`config.mk`:
```
export PLATFORM = sky130hd
export DESIGN_NAME = control_unit_pipelined_flat
export DESIGN_NICKNAME = d
export VERILOG_FILES = /design/src/rtl/control_unit_pipelined_if.sv /design/src/rtl/control_unit_pipelined.sv /design/src/flat_wrapper.sv
export SDC_FILE = /design/constraint.sdc
export NUM_CORES = 1
export LEC_CHECK = 0
export ABC_AREA = 1
export BUFFER_PORTS_ARGS = -buffer_cell sky130_fd_sc_hd__buf_4
export CAP_MARGIN = 20
export CORE_MARGIN = 2
export CORE_UTILIZATION = 50
export DETAILED_ROUTE_END_ITERATION = 8
export HOLD_SLACK_MARGIN = 0.03
export PLACE_DENSITY = 0.94
export SLEW_MARGIN = 20
export SYNTH_ARGS = -nofsm -noshare
export SYNTH_HDL_FRONTEND = slang
export SYNTH_SLANG_ARGS = --single-unit
```
`constraint.sdc`:
```
create_clock -name clk -period 2.3 [get_ports clk]
set_input_delay 0 -clock clk [delete_from_list [all_inputs] [get_ports clk]]
set_output_delay 0 -clock clk [all_outputs]
set_load 0.01 [all_outputs]
```
`src/rtl/control_unit_pipelined_if.sv`:
```
// control_unit_pipelined_if: bus between fetch/hazard/datapath and the pipelined control unit
interface control_unit_pipelined_if;
   logic [31:0] InstrD;
   logic        ValidD;
   logic        StallE;
   logic        FlushE;
   logic        BranchTakenE;
   logic [2:0]  ImmSrcD;
   logic        RegWriteE;
   logic        RegWriteM;
   logic        RegWriteW;
   logic [1:0]  ResultSrcE;
   logic [1:0]  ResultSrcM;
   logic [1:0]  ResultSrcW;
   logic        MemWriteE;
   logic        MemWriteM;
   logic        ALUSrcAE;
   logic [1:0]  ALUSrcBE;
   logic [4:0]  ALUControlE;
   logic        PCSrcE;
   logic        IllegalE;
   logic        MdBusyE;
   logic        StallReq;
   modport master (
      output InstrD, ValidD, StallE, FlushE, BranchTakenE,
      input  ImmSrcD, RegWriteE, RegWriteM, RegWriteW, ResultSrcE, ResultSrcM, ResultSrcW,
             MemWriteE, MemWriteM, ALUSrcAE, ALUSrcBE, ALUControlE, PCSrcE, IllegalE, MdBusyE, StallReq
   );
   modport slave (
      input  InstrD, ValidD, StallE, FlushE, BranchTakenE,
      output ImmSrcD, RegWriteE, RegWriteM, RegWriteW, ResultSrcE, ResultSrcM, ResultSrcW,
             MemWriteE, MemWriteM, ALUSrcAE, ALUSrcBE, ALUControlE, PCSrcE, IllegalE, MdBusyE, StallReq
   );
endinterface

```
`src/rtl/control_unit_pipelined.sv`:
```
// control_unit_pipelined: RV32I/M decode carried through E/M/W with MUL/DIV occupancy stall
module control_unit_pipelined #(
   parameter bit EN_MEXT      = 1'b1,
   parameter int MDIV_LATENCY = 4,
   parameter int CNT_W        = 4
) (
   input logic clk,
   input logic rst,
   control_unit_pipelined_if.slave bus
);
   typedef struct packed {
      logic       reg_write;
      logic [1:0] result_src;
      logic       mem_write;
      logic       branch;
      logic       jump;
      logic       alu_src_a;
      logic [1:0] alu_src_b;
      logic [4:0] alu_ctrl;
      logic       illegal;
      logic       md;
   } e_t;
   typedef struct packed {
      logic       reg_write;
      logic [1:0] result_src;
      logic       mem_write;
   } m_t;
   typedef struct packed {
      logic       reg_write;
      logic [1:0] result_src;
   } w_t;
   logic [6:0] op;
   logic [6:0] f7;
   logic [2:0] f3;
   e_t dec;
   e_t e;
   m_t m;
   w_t w;
   logic [CNT_W-1:0] cnt;
   logic stall_req;
   assign op = bus.InstrD[6:0];
   assign f3 = bus.InstrD[14:12];
   assign f7 = bus.InstrD[31:25];
   function automatic logic [4:0] alu_map(input logic [2:0] f, input logic alt);
      case (f)
         3'b000:  return alt ? 5'b00001 : 5'b00000;
         3'b001:  return 5'b00111;
         3'b010:  return 5'b00101;
         3'b011:  return 5'b00110;
         3'b100:  return 5'b00100;
         3'b101:  return alt ? 5'b01001 : 5'b01000;
         3'b110:  return 5'b00011;
         default: return 5'b00010;
      endcase
   endfunction
   // Decode the D-stage instruction into a control bundle and immediate type
   always_comb begin
      dec = '0;
      bus.ImmSrcD = 3'b000;
      case (op)
         7'b0110011: begin
            if (f7 == 7'b0000001) begin
               dec.illegal   = !EN_MEXT;
               dec.md        = EN_MEXT;
               dec.reg_write = EN_MEXT;
               dec.alu_ctrl  = EN_MEXT ? {2'b10, f3} : 5'b00000;
            end else begin
               dec.reg_write = 1'b1;
               dec.alu_ctrl  = alu_map(f3, f7[5]);
            end
         end
         7'b0010011: begin
            dec.reg_write = 1'b1;
            dec.alu_src_b = 2'b01;
            dec.alu_ctrl  = alu_map(f3, (f3 == 3'b101) & f7[5]);
         end
         7'b0000011: begin
            dec.reg_write  = 1'b1;
            dec.result_src = 2'b01;
            dec.alu_src_b  = 2'b01;
         end
         7'b0100011: begin
            dec.mem_write = 1'b1;
            dec.alu_src_b = 2'b01;
            bus.ImmSrcD   = 3'b001;
         end
         7'b1100011: begin
            dec.branch   = 1'b1;
            dec.alu_ctrl = 5'b00001;
            bus.ImmSrcD  = 3'b010;
         end
         7'b1101111: begin
            dec.reg_write  = 1'b1;
            dec.jump       = 1'b1;
            dec.result_src = 2'b10;
            dec.alu_src_a  = 1'b1;
            dec.alu_src_b  = 2'b01;
            bus.ImmSrcD    = 3'b011;
         end
         7'b1100111: begin
            dec.reg_write  = 1'b1;
            dec.jump       = 1'b1;
            dec.result_src = 2'b10;
            dec.alu_src_b  = 2'b01;
         end
         7'b0110111: begin
            dec.reg_write = 1'b1;
            dec.alu_src_b = 2'b01;
            dec.alu_ctrl  = 5'b01010;
            bus.ImmSrcD   = 3'b100;
         end
         7'b0010111: begin
            dec.reg_write = 1'b1;
            dec.alu_src_a = 1'b1;
            dec.alu_src_b = 2'b01;
            bus.ImmSrcD   = 3'b100;
         end
         default: dec.illegal = 1'b1;
      endcase
   end
   assign stall_req = e.md & (cnt != '0);
   // E register: flush beats hold beats load; the counter tracks remaining MD occupancy
   always_ff @(posedge clk) begin
      if (rst || bus.FlushE) begin
         e   <= '0;
         cnt <= '0;
      end else if (bus.StallE || stall_req) begin
         cnt <= (cnt != '0) ? cnt - CNT_W'(1) : cnt;
      end else begin
         e   <= bus.ValidD ? dec : '0;
         cnt <= (bus.ValidD && dec.md) ? CNT_W'(MDIV_LATENCY - 1) : '0;
      end
   end
   // M and W always advance; M takes a bubble while an MD op holds E
   always_ff @(posedge clk) begin
      if (rst) begin
         m <= '0;
         w <= '0;
      end else begin
         m <= stall_req ? '0 : {e.reg_write, e.result_src, e.mem_write};
         w <= {m.reg_write, m.result_src};
      end
   end
   assign bus.RegWriteE   = e.reg_write;
   assign bus.ResultSrcE  = e.result_src;
   assign bus.MemWriteE   = e.mem_write;
   assign bus.ALUSrcAE    = e.alu_src_a;
   assign bus.ALUSrcBE    = e.alu_src_b;
   assign bus.ALUControlE = e.alu_ctrl;
   assign bus.IllegalE    = e.illegal;
   assign bus.MdBusyE     = e.md;
   assign bus.PCSrcE      = e.jump | (e.branch & bus.BranchTakenE);
   assign bus.StallReq    = stall_req;
   assign bus.RegWriteM   = m.reg_write;
   assign bus.ResultSrcM  = m.result_src;
   assign bus.MemWriteM   = m.mem_write;
   assign bus.RegWriteW   = w.reg_write;
   assign bus.ResultSrcW  = w.result_src;
endmodule
```
`src/flat_wrapper.sv`:
```
// flat-port wrapper written by rule: the top's interface ports become plain ports
module control_unit_pipelined_flat 
#(
   parameter bit EN_MEXT      = 1'b1,
   parameter int MDIV_LATENCY = 4,
   parameter int CNT_W        = 4
)
  (clk, rst, bus_InstrD, bus_ValidD, bus_StallE, bus_FlushE, bus_BranchTakenE, bus_ImmSrcD, bus_RegWriteE, bus_RegWriteM, bus_RegWriteW, bus_ResultSrcE, bus_ResultSrcM, bus_ResultSrcW, bus_MemWriteE, bus_MemWriteM, bus_ALUSrcAE, bus_ALUSrcBE, bus_ALUControlE, bus_PCSrcE, bus_IllegalE, bus_MdBusyE, bus_StallReq);
  control_unit_pipelined_if bus_i ();
  input logic clk;
  input logic rst;
  input wire logic [$bits(bus_i.InstrD)-1:0] bus_InstrD;
  input wire logic [$bits(bus_i.ValidD)-1:0] bus_ValidD;
  input wire logic [$bits(bus_i.StallE)-1:0] bus_StallE;
  input wire logic [$bits(bus_i.FlushE)-1:0] bus_FlushE;
  input wire logic [$bits(bus_i.BranchTakenE)-1:0] bus_BranchTakenE;
  output wire logic [$bits(bus_i.ImmSrcD)-1:0] bus_ImmSrcD;
  output wire logic [$bits(bus_i.RegWriteE)-1:0] bus_RegWriteE;
  output wire logic [$bits(bus_i.RegWriteM)-1:0] bus_RegWriteM;
  output wire logic [$bits(bus_i.RegWriteW)-1:0] bus_RegWriteW;
  output wire logic [$bits(bus_i.ResultSrcE)-1:0] bus_ResultSrcE;
  output wire logic [$bits(bus_i.ResultSrcM)-1:0] bus_ResultSrcM;
  output wire logic [$bits(bus_i.ResultSrcW)-1:0] bus_ResultSrcW;
  output wire logic [$bits(bus_i.MemWriteE)-1:0] bus_MemWriteE;
  output wire logic [$bits(bus_i.MemWriteM)-1:0] bus_MemWriteM;
  output wire logic [$bits(bus_i.ALUSrcAE)-1:0] bus_ALUSrcAE;
  output wire logic [$bits(bus_i.ALUSrcBE)-1:0] bus_ALUSrcBE;
  output wire logic [$bits(bus_i.ALUControlE)-1:0] bus_ALUControlE;
  output wire logic [$bits(bus_i.PCSrcE)-1:0] bus_PCSrcE;
  output wire logic [$bits(bus_i.IllegalE)-1:0] bus_IllegalE;
  output wire logic [$bits(bus_i.MdBusyE)-1:0] bus_MdBusyE;
  output wire logic [$bits(bus_i.StallReq)-1:0] bus_StallReq;
  assign bus_i.InstrD = bus_InstrD;
  assign bus_i.ValidD = bus_ValidD;
  assign bus_i.StallE = bus_StallE;
  assign bus_i.FlushE = bus_FlushE;
  assign bus_i.BranchTakenE = bus_BranchTakenE;
  assign bus_ImmSrcD = bus_i.ImmSrcD;
  assign bus_RegWriteE = bus_i.RegWriteE;
  assign bus_RegWriteM = bus_i.RegWriteM;
  assign bus_RegWriteW = bus_i.RegWriteW;
  assign bus_ResultSrcE = bus_i.ResultSrcE;
  assign bus_ResultSrcM = bus_i.ResultSrcM;
  assign bus_ResultSrcW = bus_i.ResultSrcW;
  assign bus_MemWriteE = bus_i.MemWriteE;
  assign bus_MemWriteM = bus_i.MemWriteM;
  assign bus_ALUSrcAE = bus_i.ALUSrcAE;
  assign bus_ALUSrcBE = bus_i.ALUSrcBE;
  assign bus_ALUControlE = bus_i.ALUControlE;
  assign bus_PCSrcE = bus_i.PCSrcE;
  assign bus_IllegalE = bus_i.IllegalE;
  assign bus_MdBusyE = bus_i.MdBusyE;
  assign bus_StallReq = bus_i.StallReq;
  control_unit_pipelined #(.EN_MEXT(EN_MEXT), .MDIV_LATENCY(MDIV_LATENCY), .CNT_W(CNT_W)) u_core (.clk(clk), .rst(rst), .bus(bus_i));
endmodule
```
==> results of run 1 <==
-- power breakdown --
part / switching (mW) / total, mW / internal (mW) / leakage, nW
logic: 0.0648 / 0.118 / 0.0534 / 0.698
registers: 0.00311 / 0.458 / 0.455 / 0.210
clock network: 0.132 / 0.308 / 0.176 / 0.0279
-- registers in the layout, indices dropped and copies added, names as in the netlist --
register,count
u_core.bus.ALUControlE,5
u_core.bus.ALUSrcAE,1
u_core.bus.ALUSrcBE,1
u_core.bus.IllegalE,1
u_core.bus.MdBusyE,1
u_core.bus.MemWriteE,1
u_core.bus.MemWriteM,1
u_core.bus.RegWriteE,1
u_core.bus.RegWriteM,1
u_core.bus.RegWriteW,1
u_core.bus.ResultSrcE,2
u_core.bus.ResultSrcM,2
u_core.bus.ResultSrcW,2
u_core.cnt,4
u_core.e,2
-- cell type report --
| type | count | area, sq um | area share (%) |
|---|---|---|---|
| Timing Repair Buffer | 49 | 372.9 | 20.75 |
| Inverter | 37 | 141.4 | 7.869 |
| Clock inverter | 1 | 30.03 | 1.671 |
| Sequential cell | 26 | 520.5 | 28.97 |
| Clock buffer | 3 | 22.52 | 1.253 |
| Multi-Input combinational cell | 132 | 670.6 | 37.33 |
| Tap cell | 31 | 38.79 | 2.159 |
-- worst max-delay path, cell delays in order, from the launching register on --
cell                      delay [ns]
sky130_fd_sc_hd__dfxtp_1        0.37
sky130_fd_sc_hd__inv_1          0.06
sky130_fd_sc_hd__ha_1           0.24
sky130_fd_sc_hd__nand2_2        0.09
sky130_fd_sc_hd__nand2_2        0.06
sky130_fd_sc_hd__nand2_1        0.15
sky130_fd_sc_hd__nand2_4        0.12
sky130_fd_sc_hd__inv_4          0.12
sky130_fd_sc_hd__nand2_1        0.06
sky130_fd_sc_hd__nand2_1        0.08
-- logic make-up (layout without fill, tap and decap cells) --
family	after synthesis	in the layout
flip-flops	26	26
AND/OR/NAND/NOR	112	112
AO/OA/AOI/OAI	15	15
other	1	1
adder cells (fa/ha/maj)	1	1
XOR/XNOR	3	3
buffers and inverters	46	90
-- stage by stage --
step           util, %  hold WS (ns)
6_report         66.30       0.05613
5_1_grt          66.30       0.06270
4_1_cts          66.30       0.04379
3_5_place_dp     63.62        0.2400
3_3_place_gp     63.62        0.2340
2_1_floorplan        -       0.07157
-- routing by layer --
| metal | up-vias | track usage [%] | wire, um |
|---|---|---|---|
| li1 | 717 | - | - |
| met1 | 602 | 21.56 | 1239 |
| met3 | 4 | 3.456 | 203 |
| met2 | 54 | 32.18 | 1432 |
| met4 | 0 | 8.970 | 42 |
| met5 | - | 0 | 0 |
-- synthesized netlist by cell type --
library cell,count,area (sq um)
sky130_fd_sc_hd__nand2_4,2,22.52
sky130_fd_sc_hd__o21ai_0,3,15.01
sky130_fd_sc_hd__o21ai_1,1,5.000
sky130_fd_sc_hd__o21ai_2,1,8.760
sky130_fd_sc_hd__inv_4,1,6.260
sky130_fd_sc_hd__inv_2,1,3.750
sky130_fd_sc_hd__nor3_1,3,15.01
sky130_fd_sc_hd__nor2_4,2,22.52
sky130_fd_sc_hd__nor3_2,1,10.01
sky130_fd_sc_hd__a21boi_0,1,7.510
sky130_fd_sc_hd__o22ai_1,4,25.02
sky130_fd_sc_hd__nand3_2,1,10.01
sky130_fd_sc_hd__xor2_1,1,8.760
sky130_fd_sc_hd__inv_1,35,131.4
sky130_fd_sc_hd__or2_1,1,6.260
sky130_fd_sc_hd__nand3_1,21,105.1
sky130_fd_sc_hd__buf_4,9,67.56
sky130_fd_sc_hd__dfxtp_1,26,520.5
sky130_fd_sc_hd__nand2_1,44,165.2
sky130_fd_sc_hd__nor4_1,1,6.260
sky130_fd_sc_hd__a21oi_1,5,25.02
sky130_fd_sc_hd__nor2_8,1,20.02
sky130_fd_sc_hd__nand4_1,3,18.77
sky130_fd_sc_hd__conb_1,1,3.750
sky130_fd_sc_hd__nor2_2,5,31.28
sky130_fd_sc_hd__nor2_1,24,90.09
sky130_fd_sc_hd__xnor2_1,2,17.52
sky130_fd_sc_hd__nand2_2,3,18.77
sky130_fd_sc_hd__ha_1,1,12.51
-- worst paths after layout --
path         depth (start not counted)                                      to                           startpoint
max                                  9        u_core.bus.IllegalE$_SDFFE_PP0P_           u_core.cnt[0]$_SDFFE_PP0P_
min                                  5  u_core.bus.ALUControlE[0]$_SDFFE_PP0P_                       bus_InstrD[12]
max reg2reg                          9        u_core.bus.IllegalE$_SDFFE_PP0P_           u_core.cnt[0]$_SDFFE_PP0P_
min reg2reg                          2     u_core.bus.ResultSrcW[1]$_SDFF_PP0_  u_core.bus.ResultSrcM[1]$_SDFF_PP0_
==> reports/metrics.cfg, run 1 <==
[synth]
number_of_synthesized_register_bits=26
synthSimpleGateAreaFrac_pct=38.70
syn-num-nets=243
yosys_warnings=0
combinational_family_with_the_most_area_after_synthesis=simple AND/OR/NAND/NOR gates
post_synth.cell_area_avg_sq_um=6.863
netlist_instances=204
area_fraction_in_compound_gates_after_synthesis_pct=6.166
synthMuxAreaShare_pct=0
synthAdderAreaFrac_pct=0.8937
synth_cell_type_count=29
synth.cell_area_sq_um=1400
synth-xor-area-share_pct=1.877
synth_sequential_area_ratio_pct=37.18

[worst_setup_path]
start_kind=register
data_arrival_time_of_the_worst_path_ns=1.66
rrSetupSlack_ns=0.92
timing.critical_path.required_ns=2.57
endpoint_kind=register
path_max_fanout=10
path_class=register to register

[placed_design]
place_inst=273
place_area_sq_um=1724
dpl_worst_slack_ns=0.9320
count_of_input_and_output_buffers=47
place.gp.congestion=0.8318
detailed_place_hpwl_mm=2.362

[finish]
mostFrequentLayoutCells=47 x sky130_fd_sc_hd__buf_4, 44 x sky130_fd_sc_hd__nand2_1, 35 x sky130_fd_sc_hd__inv_1, 26 x sky130_fd_sc_hd__dfxtp_1, 24 x sky130_fd_sc_hd__nor2_1
post_route_cells_drive_above_1_share_pct=27.82
n_fill_cell=236
flow.area_growth_from_synthesis_pct=28.33
final_nets=288
finish.instance_area_sq_um=1797
antenna_cells_inserted=0
stdcell_count=279
layout_commonest_cell=sky130_fd_sc_hd__buf_4

[detailed_routing]
drt_iter0_markers=48
drt-pass1-iter-count=4
routed_wirelength_mm=2.917
final_antenna_net_count=0
route.detailed.wl_per_inst_um=10.46
post_drt_via_cell_ratio=4.935
detailroute.via_count=1377
drc=0

[global_route]
first_global_vias=1175
grt_antenna_before_repair=0
grt_util_all_layers_pct=18.47
grt.overflow.total=0
first_pass_grt_wire_length_mm=4.781
largest_net_degree_at_the_start_of_global_routing=16

[floorplan]
die_height_um=56.92
dieWidth_um=56.92
initial_core_util_pct=51.66
num_rows=19
fp.coreArea_sq_um=2710
io-pin-count=64
dieArea_sq_um=3239

[sta]
fin_skew_ns=0.004390
rsz0062_at_grt=no
finalSetupTns_ns=0
achievable-frequency_mhz=722.1
final_period_minus_worst_setup_slack_ns=1.385
final.setup.worst_slack_ns=0.9151
report.final.hold_viol_count=0
drv_slew=0
period_share_pct=60.21
finalSetupViolCount=0

[status]
run_status=finished clean

[hold_path]
min-delay-path-class=primary input to register

[clock_network]
clock_tree_from_tritoncts=yes
cts_resized=0
clock_path_buffers=2
clk_root_buffer_cell=sky130_fd_sc_hd__clkbuf_4
cts.sink_count=26
clock_insertion_delay_worst_skew_ns=0.32
clkTransAtPathRegs_ns=0.14
cts_buffers=3
cts-hold-fix-buffers=2
post_cts_buffers=0
cts-htree-levels=1

[pwr]
static-leakage-power_nw=0.9360
total_power_uw=883.8
power-per-cell-area_nw_per_um2=491.9
worst_ir_drop_vdd_uv=392.0

[run]
maxCapViolCount=0

Power figures use the tool's default switching activity.
==> inputs of run 2 (changes only) <==
Settings changed: CORE_UTILIZATION 50 to 46, PLACE_DENSITY 0.94 to 0.88.
Clock period 2.3 ns to 1.42 ns, I/O delays scaled along.
==> run 2 against run 1 <==
Against the previous run:
- die area up 8.1%
- global-route usage decreased by 0.52 points
- sequential power increased by 62%
- combinational power is 69% higher
- count of clock-buffer cells in the layout unchanged
- setup slack lost 0.82 ns
- sequential cell count did not move
- non-clock buffer count is the same
- critical path depth is the same
- register-to-register slack worse by 0.82 ns
- clock power rose by 62%
- maximum frequency grew 4.4%
==> reports/metrics.cfg, run 2 (synthesized netlist as in run 1, its figures left out) <==
[sta]
drv_slew=0
period_share_pct=93.43
fin_skew_ns=0.006733
report.final.hold_viol_count=0
achievable-frequency_mhz=753.8
finalSetupViolCount=0
final_period_minus_worst_setup_slack_ns=1.327
finalSetupTns_ns=0

[floorplan]
io-pin-count=64
die_height_um=59.17
dieWidth_um=59.17
dieArea_sq_um=3501
initial_core_util_pct=47.02
fp.coreArea_sq_um=2978
num_rows=20

[worst_setup_path]
path_max_fanout=10
endpoint_kind=register
reg2reg_from=u_core.cnt[0]$_SDFFE_PP0P_
rrSetupSlack_ns=0.09
crit_top_cell=sky130_fd_sc_hd__nand2_2
start_kind=register
timing.critical_path.required_ns=1.69
ff2ff_path_depth=9
path_class=register to register
cp_slowest_stage_delay_ns=0.38
crit-reg2reg-capture=u_core.bus.ALUControlE[4]$_SDFFE_PP0P_
crit_buf_inv=2
crit_path_cell_trace=inv_2 > ha_4 > nand2_2 > nand2_2 > nand2_2 > nand2_4 > inv_4 > nand2_1 > nand2_1
path_delay_family=simple AND/OR/NAND/NOR gates
critPathSlowestCell=sky130_fd_sc_hd__dfxtp_1
data_arrival_time_of_the_worst_path_ns=1.59

[detailed_routing]
drt_iter0_markers=34
final_antenna_net_count=0
routed_wirelength_mm=2.871
post_drt_via_cell_ratio=4.723
detailroute.via_count=1332
drc=0
route.detailed.wl_per_inst_um=10.18
drt-pass1-iter-count=4

[finish]
layout_commonest_cell=sky130_fd_sc_hd__buf_4
largest_reg_flops=5
flow.area_growth_from_synthesis_pct=30.47
final_nets=289
stdcell_count=282
final-seq-area_sq_um=521.8
n_fill_cell=263
antenna_cells_inserted=0
combined_area_of_the_multi_input_logic_cells_sq_um=694.4
mostFrequentLayoutCells=47 x sky130_fd_sc_hd__buf_4, 43 x sky130_fd_sc_hd__nand2_1, 34 x sky130_fd_sc_hd__inv_1, 25 x sky130_fd_sc_hd__dfxtp_1, 23 x sky130_fd_sc_hd__nor2_1
post_route_cells_drive_above_1_share_pct=30.12

[global_route]
grt_util_all_layers_pct=17.94
first_global_vias=1161
grt.overflow.total=0
largest_net_degree_at_the_start_of_global_routing=16
grt_antenna_before_repair=0
first_pass_grt_wire_length_mm=4.830

[pwr]
worst_ir_drop_vdd_uv=504.7
power-per-cell-area_nw_per_um2=788.4
static-leakage-power_nw=0.9384

[clock_network]
cts_buffers=3
cts.sink_count=26
clk_root_buffer_cell=sky130_fd_sc_hd__clkbuf_4
clock_path_buffers=2
cts-htree-levels=1
clock_insertion_delay_worst_skew_ns=0.32
clkTransAtPathRegs_ns=0.13
clock_tree_from_tritoncts=yes

[hold_path]
hold_path_endpoint=u_core.bus.ALUControlE[3]$_SDFFE_PP0P_
worstHoldStart=bus_InstrD[12]
worstHoldPathCells=5
min-delay-path-class=primary input to register

[placed_design]
count_of_input_and_output_buffers=47
detailed_place_hpwl_mm=2.210
place_inst=275
place.gp.congestion=0.7742

[run]
maxCapViolCount=0

[status]
run_status=finished clean

## run 2: final cells by class
type	instances	share of cell area [%]
Clock buffer	3	1.233
Clock inverter	1	1.644
Inverter	37	7.877
Multi-Input combinational cell	133	38.01
Sequential cell	26	28.56
Tap cell	33	2.260
Timing Repair Buffer	49	20.41
## run 2: through the flow
step	setup WS [ns]	hold WS, ns	power (mW)	utilization [%]	cell area, sq um
finish	0.09335	0.04481	1.440	61.34	1827
global route	-0.005463	0.04554	1.511	61.34	1827
CTS	0.04406	0.03178	1.441	60.50	1802
detailed placement	0.06563	0.2386	0.9411	57.98	1727
global placement	0.09527	0.2334	0.9386	57.98	1727
floorplan	0.1834	0.07157	0.8627	-	1400
## run 2: worst max path at each step
stage                                     startpoint                                     end  slack, ns  depth (start not counted)
after floorplan           u_core.cnt[0]$_SDFFE_PP0P_       u_core.bus.RegWriteE$_SDFFE_PP0P_       0.18                         10
after global placement    u_core.cnt[0]$_SDFFE_PP0P_       u_core.bus.RegWriteE$_SDFFE_PP0P_        0.1                         10
after detailed placement  u_core.cnt[0]$_SDFFE_PP0P_               u_core.e[11]$_SDFFE_PP0P_       0.07                          9
after CTS                 u_core.cnt[0]$_SDFFE_PP0P_  u_core.bus.ALUControlE[4]$_SDFFE_PP0P_       0.04                          9
after global routing      u_core.cnt[1]$_SDFFE_PP0P_  u_core.bus.ALUControlE[1]$_SDFFE_PP0P_     -0.005                         10
final                     u_core.cnt[0]$_SDFFE_PP0P_  u_core.bus.ALUControlE[4]$_SDFFE_PP0P_       0.09                          9
## run 2: worst reg2reg max path, delay by kind of cell, from the launching register on
| family | cells | cell delay, ns |
|---|---|---|
| and+or+nand+nor | 6 | 0.54 |
| DFF | 1 | 0.38 |
| buffers and inverters | 2 | 0.19 |
| adders and majority gates | 1 | 0.17 |
## run 2: power by group
| part | internal, mW | switching (mW) | leakage, nW |
|---|---|---|---|
| logic | 0.0908 | 0.108 | 0.700 |
| registers | 0.737 | 0.00557 | 0.210 |
| clock network | 0.286 | 0.213 | 0.0279 |
| total | 1.11 | 0.327 | 0.938 |
## run 2: what timing repair did
action,in CTS,in global routing
hold endpoints to repair,8,0
endpoints found under the setup margin,1,12
hold buffers,2,0
buffers inserted,0,0
cloned,0,1
resized for setup,1,6
pin swaps,0,1
## run 2: metal layers
layer | up-vias | part of all wire, % | global-route usage [%]
met5 | - | 0 | 0
met1 | 562 | 44 | 23.34
met3 | 5 | 7.1 | 2.402
li1 | 716 | - | -
met4 | 0 | 2.0 | 8.766
met2 | 49 | 47 | 29.21
